File: config.mk
export PLATFORM = sky130hd
export DESIGN_NAME = key_pulse
export DESIGN_NICKNAME = d
export VERILOG_FILES = /design/src/rtl/key_pulse.sv
export SDC_FILE = /design/constraint.sdc
export NUM_CORES = 1
export LEC_CHECK = 0
export BUFFER_PORTS_ARGS = -buffer_cell sky130_fd_sc_hd__clkbuf_2
export CAP_MARGIN = 30
export CORE_MARGIN = 10
export CORE_UTILIZATION = 42
export CTS_BUF_LIST = sky130_fd_sc_hd__clkbuf_2 sky130_fd_sc_hd__clkbuf_4 sky130_fd_sc_hd__clkbuf_8
export DETAILED_ROUTE_END_ITERATION = 10
export GPL_TIMING_DRIVEN = 0
export HOLD_SLACK_MARGIN = 0.15
export SYNTH_ARGS = -nofsm -noshare
export SYNTH_HDL_FRONTEND = slang
export SYNTH_SLANG_ARGS = --single-unit
File: constraint.sdc
create_clock -name ck -period 2.3 [get_ports ck]
set_input_delay 0.23 -clock ck [delete_from_list [all_inputs] [get_ports ck]]
set_output_delay 0.23 -clock ck [all_outputs]
set_load 0.02 [all_outputs]
File: src/rtl/key_pulse.sv
// ============================================================================
//  Module   : key_pulse
//  Purpose  : Synchronise and debounce an active-low pushbutton, then emit one
//             count-enable pulse per press plus auto-repeat pulses while held.
//  Revision : 1.0  initial release
// ============================================================================
`default_nettype none

module key_pulse #(
  parameter int DB_CYCLES   = 4,
  parameter int HOLD_CYCLES = 8,
  parameter int RPT_CYCLES  = 3,
  parameter int CNT_W       = 8
) (
  input  logic ck,
  input  logic rs,
  input  logic key_n,
  output logic pulse,
  output logic level,
  output logic rpt
);

  localparam logic [1:0] ST_IDLE       = 2'd0;
  localparam logic [1:0] ST_DB_PRESS   = 2'd1;
  localparam logic [1:0] ST_HELD       = 2'd2;
  localparam logic [1:0] ST_DB_RELEASE = 2'd3;

  localparam logic [CNT_W-1:0] C_DB_LAST   = CNT_W'(DB_CYCLES - 1);
  localparam logic [CNT_W-1:0] C_HOLD_LAST = CNT_W'((HOLD_CYCLES == 0) ? 0 : HOLD_CYCLES - 1);
  localparam logic [CNT_W-1:0] C_RPT_LAST  = CNT_W'(RPT_CYCLES - 1);
  localparam logic [CNT_W-1:0] C_CNT_ONE   = CNT_W'(1);
  localparam logic             C_HOLD_EN   = (HOLD_CYCLES != 0);
  localparam logic             C_DB_ONE    = (DB_CYCLES == 1);

  logic             r_s1;
  logic             r_s2;
  logic [1:0]       r_state;
  logic [CNT_W-1:0] r_cnt;
  logic             r_pulse;
  logic             r_level;
  logic             r_rpt;

  logic             w_key_s;
  logic             w_db_done;
  logic [CNT_W-1:0] w_cnt_inc;
  logic [1:0]       w_state;
  logic [CNT_W-1:0] w_cnt;
  logic             w_pulse;
  logic             w_level;
  logic             w_rpt;

  assign w_key_s = ~r_s2;

  // Debounce windows are entered with cnt = 1, so a single-sample window
  // accepts on the very first edge spent inside it.
  assign w_db_done = C_DB_ONE || (r_cnt == C_DB_LAST);

  // Saturating increment keeps the hold timer parked when repeat is disabled.
  assign w_cnt_inc = (r_cnt == {CNT_W{1'b1}}) ? r_cnt : r_cnt + C_CNT_ONE;

  always_comb begin
    w_state = r_state;
    w_cnt   = r_cnt;
    w_pulse = 1'b0;
    w_level = r_level;
    w_rpt   = r_rpt;
    case (r_state)
      ST_IDLE: begin
        if (w_key_s) begin
          w_state = ST_DB_PRESS;
          w_cnt   = C_CNT_ONE;
        end
      end
      ST_DB_PRESS: begin
        if (!w_key_s) begin
          w_state = ST_IDLE;
        end else if (w_db_done) begin
          w_state = ST_HELD;
          w_pulse = 1'b1;
          w_level = 1'b1;
          w_cnt   = '0;
        end else begin
          w_cnt = w_cnt_inc;
        end
      end
      ST_HELD: begin
        if (!w_key_s) begin
          w_state = ST_DB_RELEASE;
          w_cnt   = C_CNT_ONE;
          w_rpt   = 1'b0;
        end else if (C_HOLD_EN && !r_rpt && (r_cnt == C_HOLD_LAST)) begin
          w_pulse = 1'b1;
          w_rpt   = 1'b1;
          w_cnt   = '0;
        end else if (r_rpt && (r_cnt == C_RPT_LAST)) begin
          w_pulse = 1'b1;
          w_cnt   = '0;
        end else begin
          w_cnt = w_cnt_inc;
        end
      end
      ST_DB_RELEASE: begin
        if (w_key_s) begin
          w_state = ST_HELD;
          w_cnt   = '0;
        end else if (w_db_done) begin
          w_state = ST_IDLE;
          w_level = 1'b0;
        end else begin
          w_cnt = w_cnt_inc;
        end
      end
      default: begin
        w_state = ST_IDLE;
        w_cnt   = '0;
        w_level = 1'b0;
        w_rpt   = 1'b0;
      end
    endcase
  end

  always_ff @(posedge ck or negedge rs) begin
    if (!rs) begin
      r_s1    <= 1'b1;
      r_s2    <= 1'b1;
      r_state <= ST_IDLE;
      r_cnt   <= '0;
      r_pulse <= 1'b0;
      r_level <= 1'b0;
      r_rpt   <= 1'b0;
    end else begin
      r_s1    <= key_n;
      r_s2    <= r_s1;
      r_state <= w_state;
      r_cnt   <= w_cnt;
      r_pulse <= w_pulse;
      r_level <= w_level;
      r_rpt   <= w_rpt;
    end
  end

  assign pulse = r_pulse;
  assign level = r_level;
  assign rpt   = r_rpt;

endmodule

`default_nettype wire

==> metrics list, run 1 <==
- The run finished with clean final reports.
- R2r setup slk: 250 ps
* Pwr/cell area: just over 1000 nW/µm²
- sky130_fd_sc_hd__dfrtp_1 takes more of the synthesized area than any other cell.
- In the post-synthesis netlist, the cell with the most instances is sky130_fd_sc_hd__dfrtp_1.
- For this run, the register share of the synthesized area comes to 0.371.
* Wire length of the first global-routing pass: 3.51 mm
* Tcrit/Tclk final: 0.891
- CP bufs+invs: 2
- TritonCTS clock tree: built
* Top FF cell, synth: sky130_fd_sc_hd__dfrtp_1
- Synthesis produced a netlist with a net count of about 110.
- Yosys mapped the design onto 45 distinct sky130hd cell types.
* Xor and xnor area share after synthesis: 0.0172
- Stage delay of the slowest cell on the critical path: 420 ps
- From synthesis to final layout, the design area changed by 11.4%.
* Final count of hold timing violations: 0
- Share of the core filled with cells: 0.503
- The synthesized netlist occupies a cell area of 1020 µm².
- Flip-flop and latch count after synthesis: 15
- Number of buffers inserted by port buffering: 5
- Post-CTS timing repair inserted 0 buffers for setup.
- Top area cells in the synthesized netlist: sky130_fd_sc_hd__dfrtp_1 32%, sky130_fd_sc_hd__ha_1 8.6%, sky130_fd_sc_hd__dfstp_2 5.2%
* Number of nets in the finished design: 120
* Synthesized-area fraction occupied by adder cells: 0.0861
* Number of ports placed on the die boundary: 6
- Placed Instance Area: about 1100 µm²
- Top cells by instance count after synthesis: 13 x sky130_fd_sc_hd__dfrtp_1, 10 x sky130_fd_sc_hd__a21oi_1, 7 x sky130_fd_sc_hd__ha_1
- Total Routed Length: approximately 2.1 mm
- Setup violations remaining at the end of the flow were counted as 0.
- From bottom edge to top edge, the die measures 69.2 µm.
- Sequential cell area in the final layout: 378 µm²
- Count of nets left with antenna violations after detail routing: 0
- Effective utilization at floorplan: 0.451
- For met1 alone, demand over resource in global routing was 0.115.
- Clock-pin slew was measured on the worst setup and hold paths at around 100 ps.
- The clock reaches the later pin of the worst-skew pair after between 200 and 300 ps.
* Fraction of registers with async set/reset: 1.00
- Layout cells sized above 1: 0.284
* Hold endpoint: r_s2$_DFF_PN1_
* Maximum fanout along the worst path: 10
* Share of synthesized area spent on multiplexers: 0.0197
- Detailed placement ended at an HPWL of approximately 1.5 mm.
- Across the run, the number of max-cap violations was 0.
* Busiest metal layer after global routing: met2
- Worst reg2reg path depth: 8
- Between clock sinks in the finished design, the worst skew comes to roughly 5.3 ps.
- Area of the multi-input gates: about 600 µm²
- After the flow finishes, the layout carries non-filler instances totaling between 100 and 150.
* Count of clock tree sinks: 15
- Number of buffers between clock root and the deepest sink: 2
- Routability-driven placement finished with a final weighted congestion of ~0.86.
* Via Count: 783
- Die footprint: approximately 4800 µm²
- The worst-case IR drop observed on VDD is roughly 0.0005 V.
* Post-route minimum period: just over 2000 ps
- Yosys printed 0 warnings.
* Worst hold path startpoint: r_s1$_DFF_PN1_
- The via count of the first global-routing pass is 751.
- GR Overflow Total: 0
* List of cells traversed by the critical path: inv_1 -> ha_1 -> clkbuf_1 -> o21a_1 -> a31oi_4 -> and2_1 -> nor2_1 -> a211oi_2
- Share of Yosys cell area claimed by the top area cell type: 0.320
- For this run, the top clock speed supported by timing is approximately 0.5 GHz.
- Fraction of the mapped netlist area in compound gates: 0.242
- By startpoint and endpoint, the worst setup path is classified as register to register.
- Reg-to-reg critical path startpoint: r_state[0]$_DFFE_PN0P_
* Critical Path End Type: register
* Number of flops mapped to enable cells by yosys: 0
- Avg Inst Size Synth: 10.4 µm²
* H-tree depth: 1
* Setup slack at placement: 115 ps
- For met2 alone, demand over resource in global routing was 0.124.
- Headroom to the max-slew limit came out at 0.726.
- The die is 69.2 µm wide.
- The initial antenna violation count was 0.
- Num rows: 17
* Overall power after layout: about 1.2 mW
- The number of antenna diodes in the final layout is 0.
* Data required time of the worst path: 2510 ps
- Slowest cell on the critical path: sky130_fd_sc_hd__dfrtp_1
* Category of cells accounting for the largest share of critical-path delay: compound AO/OA/AOI/OAI gates
- Placeable Area: between 2000 and 2500 µm²
- In this run, placement finished with an instance count of about 130.
- The worst setup path is launched from a register.
- Final Slew Violations: 0
- In this run the critical register-to-register path is captured at r_cnt[1]$_DFFE_PN0P_.
* Hold slack final: approximately 360 ps
- CTS placed an instance of sky130_fd_sc_hd__clkbuf_4 at the clock tree root.
- In the global route stage, met3 resource usage came out at 0.0399.
- Iteration-0 DRC Markers: 30
- In the routed design, unresolved DRC markers number 0.
- Dominant combinational cell family by area after synthesis: compound AO/OA/AOI/OAI gates
- Entering global routing, the biggest net connects 16 pins.
* Total CTS buffers: 3
* Arrival @ worst endpoint: approximately 2300 ps
- Post-route setup TNS: 0 ps
- The worst hold path was traced through 0 stages.
- In this run the worst hold path is classified as register to register.
* Fraction of the mapped netlist area in simple logic gates: 0.212
- After layout, the worst setup slack is about 250 ps.
* Wire length per cell: between 15 and 20 µm
- At the pin with the least slew margin, the transition time is 409 ps.
- After routing the design area is approximately 1100 µm².
- Number of inserted filler cells in the final layout: approximately 220
- Number of standard cells after synthesis: 98
* Total leakage power: approximately 0.51 nW
* First-pass iteration count of the detailed router: 4
- Setup repair after global routing left no endpoint under its margin.
* Per-cell via count in the routed design: ~5.7
* All-layer global routing usage: 0.0870
-- worst max-delay path by stage --
stage | endpoint | startpoint | slack (ps) | depth (start not counted)
2_1_floorplan | r_cnt[1]$_DFFE_PN0P_ | r_state[0]$_DFFE_PN0P_ | 430 | 8
5_1_grt | r_cnt[1]$_DFFE_PN0P_ | r_state[0]$_DFFE_PN0P_ | 80 | 8
3_5_place_dp | r_cnt[1]$_DFFE_PN0P_ | r_state[0]$_DFFE_PN0P_ | 120 | 8
4_1_cts | r_cnt[1]$_DFFE_PN0P_ | r_state[0]$_DFFE_PN0P_ | 110 | 8
3_3_place_gp | r_cnt[1]$_DFFE_PN0P_ | r_state[0]$_DFFE_PN0P_ | 160 | 8
6_report | r_cnt[1]$_DFFE_PN0P_ | r_state[0]$_DFFE_PN0P_ | 250 | 8
-- cell families (layout without fill, tap and decap cells) --
family | Yosys count | count (layout)
AO/OA/AOI/OAI | 32 | 32
AND/OR/NAND/NOR | 31 | 31
flip-flops | 15 | 15
buffers and inverters | 9 | 20
adder cells (fa/ha/maj) | 7 | 7
XOR/XNOR | 2 | 2
multiplexers | 2 | 2
-- layout by cell type (no fill, tap or decap), types with 2 or more instances in the layout --
cell type	n
sky130_fd_sc_hd__and3_1	2
sky130_fd_sc_hd__o21ai_0	3
sky130_fd_sc_hd__nand4_1	2
sky130_fd_sc_hd__a221oi_2	2
sky130_fd_sc_hd__and2_2	2
sky130_fd_sc_hd__mux2i_1	2
sky130_fd_sc_hd__clkbuf_2	5
sky130_fd_sc_hd__dfrtp_1	13
sky130_fd_sc_hd__dlygate4sd3_1	2
sky130_fd_sc_hd__dfstp_2	2
sky130_fd_sc_hd__a31oi_1	3
sky130_fd_sc_hd__buf_6	2
sky130_fd_sc_hd__ha_1	7
sky130_fd_sc_hd__a21oi_1	10
sky130_fd_sc_hd__nor2_1	5
sky130_fd_sc_hd__clkbuf_4	3
sky130_fd_sc_hd__nand2_1	5
sky130_fd_sc_hd__and3_2	2
sky130_fd_sc_hd__inv_1	5
sky130_fd_sc_hd__a211oi_2	2
sky130_fd_sc_hd__xor2_1	2
-- registers in the layout (all words and copies together) (netlist names), named ones only --
signal,count
r_state,1
r_s2,1
r_cnt,8
r_s1,1
pulse,1
level,1
rpt,1
-- where the power goes --
| group | internal (mW) | switching, mW | leakage (nW) |
|---|---|---|---|
| combinational | 0.292 | 0.350 | 0.306 |
| sequential | 0.318 | 0.0642 | 0.189 |
| clock | 0.0646 | 0.0899 | 0.0177 |
| total | 0.675 | 0.504 | 0.512 |
-- area by class of cell --
cell class | instances | share of cell area
Inverter | 5 | 0.0166
Buffer | 4 | 0.0298
Clock buffer | 3 | 0.0199
Clock inverter | 1 | 0.00442
Multi-Input combinational cell | 74 | 0.525
Sequential cell | 15 | 0.333
Tap cell | 28 | 0.0309
Timing Repair Buffer | 7 | 0.0397
-- worst register-to-register path: stages (launching register included) --
cell	delay [ps]
sky130_fd_sc_hd__dfrtp_1	420
sky130_fd_sc_hd__inv_1	110
sky130_fd_sc_hd__ha_1	210
sky130_fd_sc_hd__clkbuf_1	190
sky130_fd_sc_hd__o21a_1	260
sky130_fd_sc_hd__a31oi_4	290
sky130_fd_sc_hd__and2_1	260
sky130_fd_sc_hd__nor2_1	70
sky130_fd_sc_hd__a211oi_2	180
-- routing by layer --
| metal | vias to the layer above | share of wire |
|---|---|---|
| li1 | 386 | - |
| met3 | 2 | 0.063 |
| met5 | - | 0 |
| met1 | 374 | 0.50 |
| met2 | 21 | 0.42 |
| met4 | 0 | 0.0092 |
-- timing repair --
action                                 4_1_cts  5_1_grt
resized for setup                            0        1
endpoints found under the hold margin       14        0
hold buffers                                 2        0
setup endpoints to repair                    0        1
Note: power is estimated with default switching activity, not from simulation.
==> run 2: changes to the inputs <==
- clock period: 2.3 -> 2.15 ns (I/O delays scaled with it)
==> run 2 against run 1 <==
Via count rose by 0.13%. Setup slack lost 71 ps. Total power grew 11%. Combinational power increased by 14%. Non-clock buffer count up 3. Final area rose by 2.4%. Flip-flop and latch count unchanged. Sequential power is 7.3% higher. Sequential share of layout area decreased by 0.79 points. Wire length rose by 3.4%. Cell count up 2.2%. Largest cell class unchanged. Largest power group unchanged. Highest routed layer unchanged.
==> metrics list, run 2 (synthesized netlist as in run 1, its figures left out) <==
- Iteration-0 DRC Markers: 28
- CTS saw 15 sinks.
- Counting cells, the worst reg-to-reg path comes to 6.
* Wire length per cell: between 15 and 20 µm
- ANT cells: 0
- Class of the tightest hold or removal check: register to register
- GR Overflow Total: 0
* Relative max-transition margin: 0.711
- Leading cell type in the layout, fill and taps excluded: sky130_fd_sc_hd__dfrtp_1
* Category of the critical setup timing path: register to register
- Count of nets left with antenna violations after detail routing: 0
- The via count of the first global-routing pass is approximately 750.
- Summed over all layers, the routed wires come to roughly 2.1 mm.
- In this run the core area contains 17 standard-cell rows.
- The first global-routing pass estimated between 3 and 4 mm of wire.
* Number of buffers between clock root and the deepest sink: 2
- Derived from the worst setup path, the maximum achievable clock frequency is 0.508 GHz.
- All-layer global routing usage: 0.0879
- Hold is met by 361 ps.
- Post-route minimum period: ~2000 ps
- Relative to the synthesized area, the layout overhead comes to 14.1%.
* Pwr/cell area: approximately 1100 nW/µm²
- Critical path launch point type: register
- Overall power after layout: roughly 1.3 mW
- H-tree depth: 1
- Setup violation total in the final timing report: 0
* Die X: ~69 µm
- The register with the most flip-flops in the layout has 8 of them.
* Final Slew Violations: 0
* Placeable Area: 2250 µm²
- Entering global routing, the biggest net connects 16 pins.
* Register with the highest flop count: r_cnt
* Critical Path End Type: register
* Stage delay of the slowest cell on the critical path: between 400 and 500 ps
- Walking the worst path, the cells encountered are ha_1 -> nor4b_4 -> nand2_4 -> a221oi_2 -> a211o_1 -> nor2_1.
- Via Count: between 700 and 800
- Arrival @ worst endpoint: approximately 2100 ps
- The final hold violation count is 0.
- Die footprint: approximately 4800 µm²
* Number of ports placed on the die boundary: 6
- Once detailed placement completed, the half-perimeter wirelength came to between 1 and 1.5 mm.
- The initial antenna violation count is 0.
- Result of the run: complete, no violations
- Total of max-cap violations: 0
* Clock edge transition at the registers on the reported setup and hold paths: about 100 ps
* DRC: 0
- Die height: between 60 and 70 µm
- For the pin with the worst max-slew slack, the measured transition is ~430 ps.
- The clock reaches the later pin of the worst-skew pair after about 290 ps.
- Number of nets in the finished design: 123
- In the routed layout, each cell is associated on average with a via count of between 5 and 6.
- Root buffer selected by CTS: sky130_fd_sc_hd__clkbuf_4
* Number of inserted filler cells in the final layout: about 220
* First-pass iteration count of the detailed router: 4
* Layout cells sized above 1: 0.313
- Area of the multi-input gates: 601 µm²
- Effective utilization at floorplan: 0.451
- Maximum fanout along the worst path: 6
- TritonCTS built the clock tree.
- Clock skew: between 4 and 5 ps
* GPL Wtd Cong: between 0.8 and 0.9
* IR Drop Worst-Case VDD: 0.000563 V
* Total leakage power: roughly 0.53 nW
- In the layout the commonest cells are 13 x sky130_fd_sc_hd__dfrtp_1, 10 x sky130_fd_sc_hd__a21oi_1, 7 x sky130_fd_sc_hd__ha_1.
* Sequential cell area in the final layout: between 300 and 400 µm²
* Total CTS buffers: 3
- Counting instances, the worst hold path has a depth of 0.
- The slowest stage of the critical path is the sky130_fd_sc_hd__dfrtp_1 cell.
- STA puts the critical path data required time at between 2000 and 2500 ps.
* Number of buffers inserted by port buffering: 5
- Dividing the final minimum period by the clock period gives 0.916.
- RSZ-0062 raised after global routing: no
- Post-route setup TNS: 0 ps
-- run 2: per-stage QoR --
step	setup WS (ps)	utilization	cell area, µm²	instances
floorplan	277	-	1020	98
CTS	81.0	0.503	1130	137
global placement	7.70	0.478	1080	131
finish	181	0.515	1160	140
detailed placement	-34.6	0.478	1080	131
global route	36.2	0.515	1160	140
-- run 2: repair_timing --
| item | CTS | global route |
|---|---|---|
| hold buffers | 2 | 0 |
| setup buffers | 0 | 3 |
| pin swaps | 0 | 0 |
| setup endpoints to repair | 1 | 2 |
| gates resized for setup | 1 | 1 |
| endpoints found under the hold margin | 16 | 0 |
-- run 2: worst paths after layout --
path                                        end  slack, ps                 start
max                        r_cnt[4]$_DFFE_PN0P_        180  r_cnt[0]$_DFFE_PN0P_
min                              r_s2$_DFF_PN1_        360        r_s1$_DFF_PN1_
max reg2reg                r_cnt[4]$_DFFE_PN0P_        180  r_cnt[0]$_DFFE_PN0P_
min reg2reg                      r_s2$_DFF_PN1_        360        r_s1$_DFF_PN1_
max in group asynchronous        r_s2$_DFF_PN1_       1460                    rs
min in group asynchronous  r_cnt[1]$_DFFE_PN0P_        370                    rs
-- run 2: report_power, final --
part	internal [mW]	leakage [nW]	switching, mW
Sequential	0.340	0.189	0.0692
Combinational	0.343	0.320	0.387
Clock	0.0691	0.0177	0.0954
Total	0.752	0.526	0.552
-- run 2: routing by layer --
metal,vias to the layer above,share of wire,GRT usage
li1,393,-,-
met1,370,0.49,0.115
met2,17,0.44,0.127
met3,4,0.058,0.0399
met4,0,0.012,0.0200
met5,-,0,0
-- run 2: cell type report --
class                   count  share of cell area
multi-input cells          74               0.517
flip-flops and latches     15               0.325
repair buffers             10              0.0582
well taps                  28              0.0302
plain buffers               4              0.0291
clock buffers               3              0.0194
inverters                   5              0.0162
clock inverters             1             0.00431
-- run 2: critical path, delay by kind of cell (launching register included) --
family | cells | cell delay [ps]
AND/OR/NAND/NOR | 3 | 630
AO/OA/AOI/OAI | 2 | 570
flip-flops | 1 | 410
adder cells (fa/ha/maj) | 1 | 250
==> run 3: changes to the inputs <==
- ABC_AREA: not set -> 1
==> run 3 against run 2 <==
Register-to-register slack better by 180 ps. Largest cell class unchanged. Combinational power is 3.0% higher. Area after synthesis rose by 8.1%. Via count increased by 11%. Largest power group unchanged.
==> metrics list, run 3 <==
- The critical path goes through inv_1 -> ha_1 -> nand2_1 -> inv_1 -> nor2_4 -> nand2_4 -> nor2_2 -> nand2_2 -> o21ai_2.
- Broken down by cell family, the worst path's largest delay share belongs to simple AND/OR/NAND/NOR gates.
* Top cells by instance count after synthesis: 33 x sky130_fd_sc_hd__nand2_1, 23 x sky130_fd_sc_hd__inv_1, 13 x sky130_fd_sc_hd__dfrtp_1, 13 x sky130_fd_sc_hd__nor2_1
- In this run the critical register-to-register path is launched from r_state[0]$_DFFE_PN0P_.
- Setup repair after global routing left no endpoint under its margin.
- Share of the yosys chip area belonging to registers: 0.344
* Top FF cell, synth: sky130_fd_sc_hd__dfrtp_1
- In this run the critical register-to-register path is captured at r_cnt[7]$_DFFE_PN0P_.
- Final count of hold timing violations: 0
- Summed over all layers, the global routing overflow is 0.
- IR Drop Worst-Case VDD: 0.000691 V
- The initial utilization of the core area, before any placement, comes to 0.444.
* Fraction of registers with async set/reset: 1.00
- Critical path launch point type: register
- In this run, synthesis inferred 0 flip-flops with an integrated enable.
- In this run the number of cells on the critical path is 9.
- The critical path starts at r_state[0]$_DFFE_PN0P_.
* Yosys top cell by area: sky130_fd_sc_hd__dfrtp_1
- Vias in the first global route: 862
* Tcrit/Tclk final: 0.834
- The library cells used most frequently in the layout, excluding fill and tap cells, are 33 x sky130_fd_sc_hd__nand2_1, 23 x sky130_fd_sc_hd__inv_1, 13 x sky130_fd_sc_hd__nor2_1, 13 x sky130_fd_sc_hd__dfrtp_1.
* Data required time of the worst path: approximately 2400 ps
- Design internal power: ~690 µW
* Maximum number of pins on one net before global-route repair: 16
- Root buffer selected by CTS: sky130_fd_sc_hd__clkbuf_4
- YS warnings: 0
- Total power for the finished layout comes to between 1 and 1.5 mW.
- The share of total power dissipated in the clock network is 0.127.
* Share of Yosys cell area claimed by the top area cell type: 0.296
- Summed over all failing endpoints, the final setup total negative slack is 0 ps.
* Layout cells sized above 1: 0.229
- For this block, the initial DRC count from the detailed router was 29.
- Per-cell via count in the routed design: 4.75
- Number of standard cells after synthesis: ~140
- Summing over every cut layer, the via total after detailed routing is between 800 and 900.
- For this run, the slowest stage of the critical path takes ~440 ps.
* Wire length of the first global-routing pass: roughly 4.0 mm
- Antenna violations before repair: 0
- Headroom to the max-slew limit came out at 0.746.
* Cell repeated most along the worst path: sky130_fd_sc_hd__inv_1
* Slowest cell on the critical path: sky130_fd_sc_hd__dfrtp_1
- Arrival @ worst endpoint: 2020 ps
- Final Slew Violations: 0
- Maximum fanout along the worst path: 8
- Pwr/cell area: 1090 nW/µm²
* Critical Path End Type: register
- Logic gate share of total power: 0.567
- R2r setup slk: between 300 and 400 ps
- Clock skew: approximately 1.2 ps
- The netlist uses 28 different library cells.
- HPWL reported at the end of detailed placement: roughly 1.7 mm
- In this run the core area contains 18 standard-cell rows.
- Clock edge transition at the registers on the reported setup and hold paths: approximately 90 ps
- Area growth from synthesis to layout: 10.2%
- Switch Pwr: roughly 640 µW
- The repair_antennas step left the layout with diodes totalling 0.
- At the pin with the least slew margin, the transition time is about 380 ps.
* Register share of total power: 0.306
- The floorplan step set the die height to between 70 and 80 µm.
* Destination of the critical timing path: r_cnt[7]$_DFFE_PN0P_
- Number of ports placed on the die boundary: 6
- Result of the run: complete, no violations
- The final layout contains routed wiring with a total length of around 2.1 mm.
- Count of nets left with antenna violations after detail routing: 0
- Number of buffers inserted by port buffering: 5
- First-pass iteration count of the detailed router: 4
- Number of nets in the finished design: approximately 160
- CP bufs+invs: 2
* Worst reg2reg path depth: 9
- Max-cap violations in this run came to 0.
* Avg Inst Size Synth: around 7.7 µm²
- All-layer global routing usage: 0.0947
- TritonCTS built the clock tree.
- Measured along the x axis, the die boundary spans slightly above 70 µm.
- The register with the most flip-flops in the layout has 8 of them.
- Class of the tightest hold or removal check: primary input to async pin
* Cell area after synthesis: ~1100 µm²
- Routability-driven placement finished with a final weighted congestion of 0.797.
- Placeable Area: roughly 2500 µm²
- In this run the static leakage power is 0.608 nW.
- Subtracting the final worst setup slack from the clock period gives between 1500 and 2000 ps.
- Insertion delay to the later sink of the worst-skew pair: between 200 and 300 ps
- Category of the critical setup timing path: register to register
- Of the total power, the share spent switching nets is 0.483.
- Post-CTS timing repair inserted 0 buffers for setup.
- Leaving out fill and tap cells, the most frequent cell in the layout is sky130_fd_sc_hd__nand2_1.
- Count of clock tree sinks: 15
* Top area cells in the synthesized netlist: sky130_fd_sc_hd__dfrtp_1 30%, sky130_fd_sc_hd__nand2_1 11%, sky130_fd_sc_hd__ha_1 8.0%
* Total CTS buffers: 3
- Register with the highest flop count: r_cnt
* Wire length per cell: about 12 µm
- Number of buffers between clock root and the deepest sink: 2
* Synthesized netlist net count: around 150
- Die footprint: roughly 5100 µm²
- H-tree depth: 1
- In the routed design, unresolved DRC markers number 0.
- Peak clock frequency supported by timing: 0.558 GHz
* Most numerous cell in the Yosys netlist: sky130_fd_sc_hd__nand2_1
- Setup violations remaining at the end of the flow were counted as 0.
* Flip-flop and latch count after synthesis: 15
## run 3: changes by cell type after synthesis, sizes merged, moves of 4 or more
cell   before  now
o21ai       4   14
nand3       1    7
and3        4    0
inv         5   24
a21oi      10    2
and2        4    0
nor2        5   20
nand2       6   40
## run 3: repair_timing
action,4_1_cts,5_1_grt
hold endpoints to repair,16,0
endpoints found under the setup margin,0,0
hold buffers,2,0
resized for setup,0,0
## run 3: metal layers
layer / GRT usage / wire (µm) / up-vias
met1: 0.118 / 1070 / 385
met2: 0.139 / 927 / 10
li1: - / - / 471
met4: 0.0387 / 14 / 0
met3: 0.0404 / 102 / 3
met5: 0 / 0 / -
## run 3: worst min path at each step
stage / to / slack [ps] / cells past startpoint / start
after floorplan: async pin / -80 / 0 / rs
after global placement: level$_DFFE_PN0P_ / 160 / 1 / rs
after detailed placement: rpt$_DFFE_PN0P_ / 160 / 1 / rs
after CTS: r_s2$_DFF_PN1_ / 360 / 0 / r_s1$_DFF_PN1_
after global routing: r_cnt[0]$_DFFE_PN0P_ / 360 / 2 / rs
final: level$_DFFE_PN0P_ / 360 / 2 / rs
## run 3: kinds of logic after synthesis
logic type	count (synthesis)	share of synthesized area
AO/OA/AOI/OAI	19	0.119
buffers and inverters	24	0.0819
adder cells (fa/ha/maj)	7	0.0796
XOR/XNOR	2	0.0159
AND/OR/NAND/NOR	75	0.360
flip-flops	15	0.344
## run 3: power groups by stage
stage	registers, mW	clock network (mW)	logic, mW
final	0.406	0.168	0.752
after global routing	0.417	0.191	0.863
after CTS	0.405	0.181	0.762
after detailed placement	0.410	0	0.756
after global placement	0.407	0	0.748
after floorplan	0.411	0	0.608
## run 3: metrics by stage
step,cells,worst slack [ps],utilization,hold slack [ps],cell area (µm²)
global placement,177,395,0.469,157,1160
global route,183,178,0.489,365,1210
floorplan,142,611,-,-80.6,1100
detailed placement,177,372,0.469,159,1160
CTS,183,350,0.489,364,1210
finish,183,356,0.489,358,1210
## run 3: area by class of cell
| type | count | area, µm² |
|---|---|---|
| clock buffer | 3 | 22.5 |
| clock inverter | 1 | 7.51 |
| fill | 250 | 1260 |
| inverter | 24 | 90.1 |
| multi-input combinational | 103 | 632 |
| sequential | 15 | 378 |
| tap | 30 | 37.5 |
| timing repair buffer | 7 | 45.0 |
